[src/rtl/dff_reg_arbiter.sv]
// Round-robin arbiter granting N producers one write each into a shared W-bit q/qbar register,
// with a programmable guard interval after every write.
module dff_reg_arbiter #(
    parameter int N           = 4,
    parameter int W           = 8,
    parameter int HOLD_CYCLES = 2
) (
    input  logic                 clk,
    input  logic                 reset,
    input  logic [N-1:0]         req,
    input  logic [N*W-1:0]       wdata,
    output logic [N-1:0]         grant,
    output logic [$clog2(N)-1:0] owner,
    output logic [W-1:0]         q,
    output logic [W-1:0]         qbar,
    output logic                 valid,
    output logic [7:0]           wr_count
);

    // state   | meaning
    // S_IDLE  | waiting for any req; picks round-robin winner
    // S_GRANT | one-cycle grant; write committed at its closing edge
    // S_HOLD  | guard interval, req ignored, counter runs down to 1
    localparam int OW = $clog2(N);

    typedef enum logic [1:0] {
        S_IDLE  = 2'd0,
        S_GRANT = 2'd1,
        S_HOLD  = 2'd2
    } state_t;

    state_t        state_q, state_d;
    logic [N-1:0]  grant_q, grant_d;
    logic [OW-1:0] owner_q, owner_d;
    logic [OW-1:0] ptr_q, ptr_d;
    logic [3:0]    cnt_q, cnt_d;
    logic [W-1:0]  q_q, q_d;
    logic          valid_q, valid_d;
    logic [7:0]    wr_count_q, wr_count_d;

    logic          found_hi, found_lo;
    logic [OW-1:0] win_hi, win_lo, winner;

    // Two-pass search: first requester at or above ptr, else the lowest one overall.
    always_comb begin
        found_hi = 1'b0;
        found_lo = 1'b0;
        win_hi   = '0;
        win_lo   = '0;
        for (int i = 0; i < N; i++) begin
            if (req[i] && !found_hi && (OW'(i) >= ptr_q)) begin
                found_hi = 1'b1;
                win_hi   = OW'(i);
            end
            if (req[i] && !found_lo) begin
                found_lo = 1'b1;
                win_lo   = OW'(i);
            end
        end
        winner = found_hi ? win_hi : win_lo;
    end

    always_comb begin
        state_d    = state_q;
        grant_d    = '0;
        owner_d    = owner_q;
        ptr_d      = ptr_q;
        cnt_d      = cnt_q;
        q_d        = q_q;
        valid_d    = valid_q;
        wr_count_d = wr_count_q;
        case (state_q)
            S_IDLE: begin
                if (req != '0) begin
                    state_d         = S_GRANT;
                    grant_d[winner] = 1'b1;
                    owner_d         = winner;
                end
            end
            S_GRANT: begin
                q_d        = wdata[owner_q*W +: W];
                valid_d    = 1'b1;
                wr_count_d = wr_count_q + 8'd1;
                ptr_d      = (owner_q == OW'(N-1)) ? '0 : owner_q + 1'b1;
                if (HOLD_CYCLES > 0) begin
                    state_d = S_HOLD;
                    cnt_d   = 4'(HOLD_CYCLES);
                end else begin
                    state_d = S_IDLE;
                end
            end
            S_HOLD: begin
                cnt_d = cnt_q - 4'd1;
                if (cnt_q <= 4'd1) begin
                    state_d = S_IDLE;
                    cnt_d   = 4'd0;
                end
            end
            default: state_d = S_IDLE;
        endcase
    end

    always_ff @(posedge clk) begin
        if (reset) begin
            state_q    <= S_IDLE;
            grant_q    <= '0;
            owner_q    <= '0;
            ptr_q      <= '0;
            cnt_q      <= '0;
            q_q        <= '0;
            valid_q    <= 1'b0;
            wr_count_q <= '0;
        end else begin
            state_q    <= state_d;
            grant_q    <= grant_d;
            owner_q    <= owner_d;
            ptr_q      <= ptr_d;
            cnt_q      <= cnt_d;
            q_q        <= q_d;
            valid_q    <= valid_d;
            wr_count_q <= wr_count_d;
        end
    end

    assign grant    = grant_q;
    assign owner    = owner_q;
    assign q        = q_q;
    assign qbar     = ~q_q;
    assign valid    = valid_q;
    assign wr_count = wr_count_q;

endmodule

[config.mk]
export PLATFORM = sky130hd
export DESIGN_NAME = dff_reg_arbiter
export DESIGN_NICKNAME = d
export VERILOG_FILES = /design/src/rtl/dff_reg_arbiter.sv
export SDC_FILE = /design/constraint.sdc
export NUM_CORES = 1
export LEC_CHECK = 0
export CORE_ASPECT_RATIO = 0.9
export CORE_UTILIZATION = 42
export DETAILED_ROUTE_END_ITERATION = 8
export PLACE_DENSITY = 0.88
export SETUP_SLACK_MARGIN = 0.02
export SYNTH_ARGS = -nofsm -noshare
export SYNTH_HDL_FRONTEND = slang
export SYNTH_SLANG_ARGS = --single-unit
export TNS_END_PERCENT = 5
[constraint.sdc]
create_clock -name clk -period 1.9 [get_ports clk]
set_input_delay 0.38 -clock clk [delete_from_list [all_inputs] [get_ports clk]]
set_output_delay 0.38 -clock clk [all_outputs]
set_load 0.005 [all_outputs]
==> run_results.csv, run 1 <==
group,metric,value,unit
worst_setup_path,r2r_cells,4,
clocking,cts-root-buf,"clkbuf_8",
layout,layout.nets,281,
power_and_ir_drop,p_leak,0.949,nW
min_path,hp-class,"reg -> reg",
die,core,0.00350,mm²
yosys,async_reset_ff_share,0,%
routing,first_pass_iters,4,
yosys,ys_types,38,
die,die_y,60.4,µm
global_routing,track_usage,19.8,%
worst_setup_path,slowest_delay,0.54,ns
clocking,cts_tree,"done",
clocking,postCtsSetupBuffers,0,
power_and_ir_drop,p_int,1.45,mW
power_and_ir_drop,power_density,795,mW/mm²
routing,drt_iter0_drc,58,
yosys,ys_ff_latch,31,
power_and_ir_drop,switching_share,25.8,%
die,die_w,66.9,µm
global_routing,grt_pass1_vias,1315,
sta,rsz0062_at_grt,"false",
routing,vias,1424,
worst_setup_path,crit_type,"reg -> out",
clocking,cts_sinks,31,
worst_setup_path,r2r_start,"owner[0]$_SDFFE_PP0P_",
die,io_pins,69,
clocking,clock_latency,0.29,ns
power_and_ir_drop,clkPwrFrac,34.6,%
placement,io_buffers,68,
global_routing,grt_max_degree,23,
power_and_ir_drop,peakVddDrop,520,µV
worst_setup_path,critPathArrivalTime,1.25,ns
sta,timing.hold.ws,0.470,ns
job,drv_cap,0,
routing,wl_per_cell,13.9,µm
sta,setup_ws,0.267,ns
sta,slew-limit-headroom,73.0,%
die,placementRows,20,
worst_setup_path,path_delay_family,"buffers and inverters",
layout,antenna_cells,0,
global_routing,antenna_found_initial,0,
sta,finalHoldViolCount,0,
yosys,ys_seq_area_share,39.0,%
worst_setup_path,critical_path_required,1.52,ns
routing,final_antenna_net_count,0,
routing,routed_wl,3890,µm
clocking,htreeDepth,2,
yosys,yosys_warnings,0,
clocking,clkSlewWorstSetupHoldPaths,0.07,ns
yosys,syn_nets,206,
worst_setup_path,rr_endpoint,"q[5]$_SDFFE_PP0N_",
clocking,clock_path_buffers,2,
worst_setup_path,path_cells,"clkdlybuf4s50_1",
worst_setup_path,crit_path_start_kind,"flop",
yosys,synth_ff_type,"dfxtp_1",
min_path,hold_start,"valid$_SDFFE_PP0N_",
sta,finalCritPeriodShare,86.0,%
worst_setup_path,worstSetupStartpoint,"wr_count[2]$_SDFFE_PP0N_",
min_path,min_delay_worst_endpoint,"valid$_SDFFE_PP0N_",
global_routing,grt_pass1_wl,5780,µm
worst_setup_path,ff2ff_setup_slack,0.35,ns
layout,fin_cells,280,
placement,hpwl,2980,µm
placement,dp_slack,0.0452,ns
worst_setup_path,cp-end-kind,"output port",
layout,syn2layout_area_growth,54.2,%
worst_setup_path,cp_slowest_cell,"clkdlybuf4s50_1",
power_and_ir_drop,netSwitchingPower,503,µW
clocking,cts_hold_buf,0,
layout,layout-drive-gt1-share,12.3,%
sta,setup_viol,0,
run_status,status,"finished clean",
layout,final_common_cell,"clkdlybuf4s50_1",
sta,max_freq,612,MHz
global_routing,gr-total-overflow,0,
routing,viasPerCell,5.09,
yosys,avgSynthCellArea,9.94,µm²
power_and_ir_drop,p_seq_share,38.5,%
routing,route.detailed.drc,0,
placement,place_congestion,0.746,
yosys,netlist_area,0.00159,mm²
sta,final.setup_skew,0.00322,ns
die,die-area,0.00404,mm²
sta,worst_slew_pin_slew,0.404,ns
yosys,synthCells,160,
sta,drv_slew,0,
sta,period_needed,1.63,ns
placement,place_inst,272,
clocking,cts-buffers-inserted,5,
layout,mostFrequentLayoutCells,"clkdlybuf4s50_1 (68), dfxtp_1 (31), nor2_1 (23), inv_1 (14), mux2i_1 (12)",
die,initial_core_util,45.4,%
sta,fin_setup_tns,0,ns
power_and_ir_drop,comb_power_share,26.9,%
worst_setup_path,crit_buf_inv,1,
yosys,synth_edf_count,0,
worst_setup_path,cp_max_fo,5,
clocking,cts.repair.resized,0,
min_path,holdPathStages,2,
==> power by group through the flow <==
| stage | logic [mW] | clock network [mW] | registers [mW] |
|---|---|---|---|
| 6_report | 0.525 | 0.675 | 0.750 |
| 5_1_grt | 0.569 | 0.713 | 0.758 |
| 4_1_cts | 0.531 | 0.685 | 0.751 |
| 3_5_place_dp | 0.523 | 0 | 0.764 |
| 3_3_place_gp | 0.509 | 0 | 0.762 |
| 2_1_floorplan | 0.271 | 0 | 0.760 |
==> cells by family (layout without fill, tap and decap cells) <==
group | count (synthesis) | in the layout | synth area share [%]
simple gates | 56 | 56 | 19.2
flops | 31 | 31 | 39.0
compound gates | 20 | 20 | 8.26
mux | 20 | 20 | 18.9
buf+inv | 20 | 96 | 5.59
fa+ha+maj | 8 | 8 | 6.29
xor+xnor | 5 | 5 | 2.75
==> registers in the layout, indices dropped and copies added (netlist names) <==
signal,count
q,8
wr_count,8
cnt_q,4
grant,4
owner,2
ptr_q,2
state_q,2
valid,1
==> cell usage after synthesis, types with 2 or more instances <==
cell	count	area (µm²)
ha_1	8	100
nor2b_1	3	18.8
nor3_1	4	20.0
nand4_1	3	18.8
mux2i_1	12	120
a21oi_1	6	30.0
nand2_1	6	22.5
mux4_2	8	180
o211a_1	2	20.0
nand3_1	3	15.0
or3_1	2	12.5
dfxtp_1	31	621
nor3b_1	2	15.0
clkbuf_1	2	7.51
nor2_1	23	86.3
inv_1	14	52.6
o21ai_0	7	35.0
xor2_1	4	35.0
==> stage by stage <==
stage / utilization, % / instance area (µm²) / power, mW
after floorplan: - / 1590 / 1.03
after global routing: 70.0 / 2450 / 2.04
final: 70.0 / 2450 / 1.95
after CTS: 70.0 / 2450 / 1.97
after global placement: 66.6 / 2330 / 1.27
after detailed placement: 66.6 / 2330 / 1.29
==> area by class of cell <==
type	instances	area, µm²
clock buffers	6	82.6
well taps	44	55.1
multi-input cells	109	881
fillers	281	1050
repair buffers	74	726
clock inverters	2	35.0
flip-flops and latches	31	621
inverters	14	52.6
==> metal layers <==
metal	global-route usage, %	up-vias	routed length (µm)
met1	18.9	660	1440
met3	6.58	12	241
met4	10.0	0	99
li1	-	706	-
met5	0	-	0
met2	38.1	46	2110
==> worst max-delay path by stage <==
| stage | slack (ns) | depth (start not counted) | end |
|---|---|---|---|
| 2_1_floorplan | 0.58 | 6 | wr_count[7]$_SDFFE_PP0N_ |
| 4_1_cts | 0.25 | 1 | wr_count[2] |
| 3_3_place_gp | 0.1 | 5 | grant[0]$_SDFF_PP0_ |
| 6_report | 0.27 | 1 | wr_count[2] |
| 3_5_place_dp | 0.05 | 5 | grant[0]$_SDFF_PP0_ |
| 5_1_grt | 0.22 | 1 | wr_count[2] |
Power figures use the tool's default switching activity.
==> run 2, diff against run 1 <==
--- a/config.mk
+++ b/config.mk
@@ -7,7 +7,9 @@
 export LEC_CHECK = 0
 export CORE_ASPECT_RATIO = 0.9
 export CORE_UTILIZATION = 42
+export CTS_CLUSTER_DIAMETER = 200
 export DETAILED_ROUTE_END_ITERATION = 8
+export GPL_TIMING_DRIVEN = 0
 export PLACE_DENSITY = 0.88
 export SETUP_SLACK_MARGIN = 0.02
 export SYNTH_ARGS = -nofsm -noshare
==> run 2 against run 1 <==
Cell area decreased by 0.36%. First-iteration DRC count increased by 33%. Flip-flop and latch count unchanged. Worst setup slack got worse by 0.0055 ns. Via count rose by 1.9%. Count of clock-buffer cells in the layout is the same. Sequential share of layout area up 0.091 points. Cell count unchanged. Highest routed layer unchanged. Register-to-register slack better by 0.04 ns. Largest cell class unchanged. Total power about the same. Fmax down 0.34%.
==> run_results.csv, run 2 (same netlist as run 1, synthesis figures left out) <==
group,metric,value,unit
placement,hpwl,2880,µm
layout,syn2layout_area_growth,53.7,%
worst_setup_path,r2r_start,"state_q[1]$_SDFFE_PP0P_",
sta,drv_slew,0,
routing,routed_wl,3860,µm
routing,wl_per_cell,13.8,µm
power_and_ir_drop,p_leak,0.941,nW
routing,vias,1451,
global_routing,use_met3,8.65,%
global_routing,use_met2,37.5,%
power_and_ir_drop,peakVddDrop,611,µV
layout,antenna_cells,0,
worst_setup_path,cp_max_fo,5,
die,io_pins,69,
worst_setup_path,path_delay_family,"buffers and inverters",
clocking,cts-root-buf,"clkbuf_8",
worst_setup_path,worstSetupStartpoint,"wr_count[2]$_SDFFE_PP0N_",
clocking,clkSlewWorstSetupHoldPaths,0.07,ns
sta,max_freq,610,MHz
worst_setup_path,crit_path_start_kind,"flop",
worst_setup_path,critical_path_required,1.52,ns
global_routing,antenna_found_initial,0,
power_and_ir_drop,power_density,798,mW/mm²
global_routing,grt_pass1_wl,6000,µm
worst_setup_path,cp_slowest_cell,"clkdlybuf4s50_1",
placement,io_buffers,68,
clocking,cts.repair.resized,0,
routing,route.detailed.drc,0,
job,drv_cap,0,
sta,timing.hold.ws,0.478,ns
sta,rsz0062_at_grt,"false",
global_routing,track_usage,20.5,%
global_routing,grt_max_degree,11,
routing,final_antenna_net_count,0,
clocking,postCtsSetupBuffers,0,
clocking,clock_path_buffers,2,
die,die_w,66.9,µm
worst_setup_path,critPathArrivalTime,1.26,ns
worst_setup_path,critPathCapture,"wr_count[2]",
worst_setup_path,cp-end-kind,"output port",
placement,place_congestion,0.757,
routing,drt_iter0_drc,77,
worst_setup_path,crit_buf_inv,1,
worst_setup_path,path_cells,"clkdlybuf4s50_1",
clocking,cts_sinks,31,
worst_setup_path,rr_endpoint,"q[4]$_SDFFE_PP0N_",
clocking,clock_latency,0.29,ns
sta,setup_viol,0,
die,die-area,0.00404,mm²
global_routing,gr-total-overflow,0,
global_routing,top_usage_layer,"met2",
clocking,cts-buffers-inserted,5,
layout,layout.nets,281,
worst_setup_path,slowest_delay,0.54,ns
clocking,cts_tree,"done",
worst_setup_path,r2r_cells,6,
placement,dpl-instance-area,0.00233,mm²
sta,worst_slew_pin_slew,0.515,ns
min_path,hold_start,"valid$_SDFFE_PP0N_",
sta,fin_setup_tns,0,ns
layout,mostFrequentLayoutCells,"clkdlybuf4s50_1 (68), dfxtp_1 (31), nor2_1 (23), inv_1 (14), mux2i_1 (12)",
die,core,0.00350,mm²
sta,slew-limit-headroom,65.7,%
min_path,hp-class,"reg -> reg",
global_routing,grt_pass1_vias,1380,
sta,final.setup_skew,0.00622,ns
die,placementRows,20,
layout,post-route-util,69.8,%
routing,first_pass_iters,5,
sta,finalCritPeriodShare,86.3,%
run_status,status,"finished clean",
layout,fin_cells,280,
layout,layout-drive-gt1-share,11.4,%
clocking,htreeDepth,2,
layout,final_area,0.00244,mm²
worst_setup_path,crit_cells,1,
worst_setup_path,ff2ff_setup_slack,0.39,ns
global_routing,met1_usage,21.1,%
die,initial_core_util,45.4,%
layout,final_common_cell,"clkdlybuf4s50_1",
clocking,cts_hold_buf,0,
sta,period_needed,1.64,ns
die,die_y,60.4,µm
sta,finalHoldViolCount,0,
placement,place_inst,272,
routing,viasPerCell,5.18,
worst_setup_path,crit_type,"reg -> out",
## run 2: final cells by class
type | count | area, µm²
Tap cell | 44 | 55.1
Clock buffer | 6 | 82.6
Timing Repair Buffer | 68 | 681
Inverter | 14 | 52.6
Multi-Input combinational cell | 109 | 881
Fill cell | 279 | 1060
Buffer | 6 | 36.3
Clock inverter | 2 | 35.0
Sequential cell | 31 | 621
## run 2: report_power, final
part	switching [mW]	total, mW	internal [mW]
clock	0.253	0.677	0.424
sequential	0.0460	0.751	0.705
combinational	0.208	0.521	0.313
total	0.507	1.95	1.44
## run 2: through the flow
stage	power (mW)	setup slack (ns)
CTS	1.96	0.251
global route	2.05	0.209
floorplan	1.03	0.576
global placement	1.27	0.0830
finish	1.95	0.261
detailed placement	1.29	0.0404
## run 2: worst min-delay path by stage
stage | endpoint | slack [ns] | cells after the start
final | valid$_SDFFE_PP0N_ | 0.48 | 2
after global routing | wr_count[7]$_SDFFE_PP0N_ | 0.52 | 2
after detailed placement | valid$_SDFFE_PP0N_ | 0.47 | 2
after global placement | valid$_SDFFE_PP0N_ | 0.46 | 2
after floorplan | cnt_q[0]$_SDFFE_PP0P_ | 0.45 | 1
after CTS | valid$_SDFFE_PP0N_ | 0.48 | 2
## run 2: worst register-to-register path: stages, from the launching register on
cell and delay (ns):
dfxtp_1 0.33, inv_1 0.10, ha_1 0.15, buf_4 0.17, buf_2 0.31, mux2i_1 0.24, nor2_1 0.08
## run 2: layer usage
metal  wire, µm  part of all wire, %
met5          0                    0
met4         48                  1.2
met3        290                  7.5
met2       2020                   52
met1       1500                   39
==> patch: new RTL, settings of run 2 <==
`N`: 4 -> 8.
--- a/src/rtl/dff_reg_arbiter.sv
+++ b/src/rtl/dff_reg_arbiter.sv
@@ -3,3 +3,3 @@
 module dff_reg_arbiter #(
-    parameter int N           = 4,
+    parameter int N           = 8,
     parameter int W           = 8,
Ports: changed (resized grant, owner, req and wdata); port bits go from 69 to 110. The function was not compared with the original's and may differ.
==> patch against run 2 <==
- setup slack worse by 0.24 ns
- cell count is 49% higher
- cell area grew 54%
- count of clock-buffer cells in the layout unchanged
- synthesized cell count rose by 44%
- sequential cell count rose by 6
- routed wire length up 74%
- total power up 26%
- synthesized area rose by 45%
- register-to-register slack worse by 0.34 ns
- hold slack improved by 0.031 ns
- critical path type is now input port to flip-flop
- highest routed layer unchanged
==> patch: results (changes against run 2) <==
stage,metric,value,unit,change
synthesis,Synthesized Nets,313,,+52%
layout,"non-filler cells, final",417,,+49%
synthesis,main combinational cell family by area after synthesis,multiplexers,,
layout,nets@finish,432,,+54%
synthesis,largest cells by area after synthesis,"dfxtp_1, mux4_2, mux2i_1, nor2_1, ha_1",,
setup_path,CP endpoint,grant[7],,
sta,worst-margin pin slew,0.654,ns,+0.140 ns
layout,"Core Util, Final",71.3,%,+1.5 points
hold_path,critical hold path startpoint,wr_count[7],,
detailed_routing,Iteration-0 DRC Markers,108,,+40%
sta,WHS,0.509,ns,+0.0311 ns
synthesis,portion of netlist area occupied by mux cells,22.1,%,+3.2 points
grt,global-route wire length before repair,10200,µm,+70%
grt,Tot GR Track Use,23.0,%,+2.5 points
sta,crit share post-route,98.9,%,+13 points
setup_path,Critical path origin,req[7],,
setup_path,CP arrival,2.10,ns,+0.84 ns
cts,clk buf depth,2,,unchanged
setup_path,worst r2r src,ptr_q[1],,
synthesis,Synth top cells by count,"dfxtp_1, nor2_1, mux4_2",,
sta,clk_skew,0.00710,ns,+0.000877 ns
detailed_routing,Vias,2308,,+59%
detailed_routing,WL final,6720,µm,+74%
synthesis,"Seq/Total Area, Yosys",32.1,%,-6.9 points
power,VDD IR max,0.353,mV,-42%
power,Seq. pwr,888,µW,+18%
synthesis,Synth Area in Adders,4.88,%,-1.4 points
synthesis,Yosys cell types,51,,+34%
layout,fill count,374,,+34%
placed_design,buffers added on ports,109,,+60%
placed_design,Placer Congestion,0.807,,+6.6%
layout,layout cells sized above 1,18.9,%,+7.4 points
grt,largest net degree at the start of global routing,13,,+2
placed_design,Placed Area,3480,µm²,+50%
synthesis,most common flop cell mapped by yosys,dfxtp_1,,
cts,CTS H-tree depth,2,,unchanged
placed_design,placed wire-length estimate,4770,µm,+66%
detailed_routing,First-pass DRT Iterations,4,,-1
grt,initial antenna violation count,0,,unchanged
hold_path,Hold Path Sink,wr_count[7],,
setup_path,internal reg-to-reg setup slack,0.05,ns,-0.34 ns
cts,cts repair resizes,21,,+21
power,internal cell power,1.75,mW,+22%
synthesis,compound-cell area share of the yosys netlist,17.2,%,+8.9 points
power,P_sw,698,µW,+38%
placed_design,placed cells,406,,+49%
run_status,status,completed,,
power,leak pwr,1.35,nW,+44%
cts,setup bufs post-CTS,4,,+4
==> patch: cell count changes after synthesis, sizes merged, moves of 3 or more <==
cell / change
nor2b: -4
mux4: +8
o31ai: +3
a211oi: +10
mux2i: +3
o21ai: +3
clkbuf: +4
dfxtp: +6
nor2: +10
==> patch: cell type report <==
cell class / instances / area share (%)
Multi-Input combinational cell: 165 / 41.7
Timing Repair Buffer: 113 / 29.7
Sequential cell: 37 / 19.8
Tap cell: 67 / 2.22
Clock buffer: 6 / 2.19
Buffer: 11 / 1.79
Inverter: 16 / 1.66
Clock inverter: 2 / 0.996
==> patch: worst max-delay path: stages <==
cell and delay, ns:
clkdlybuf4s50_1 0.63, a21boi_1 0.31, nor4_2 0.09, a2111oi_4 0.45, nor3b_2 0.24
==> patch: routing by layer <==
layer,share of wire [%],up-vias,global-route usage [%],wire (µm)
met5,0,-,0,0
met4,2.2,0,6.94,151
met3,4.4,15,4.78,294
met2,51,89,41.2,3430
met1,42,1111,27.8,2840
li1,-,1093,-,-
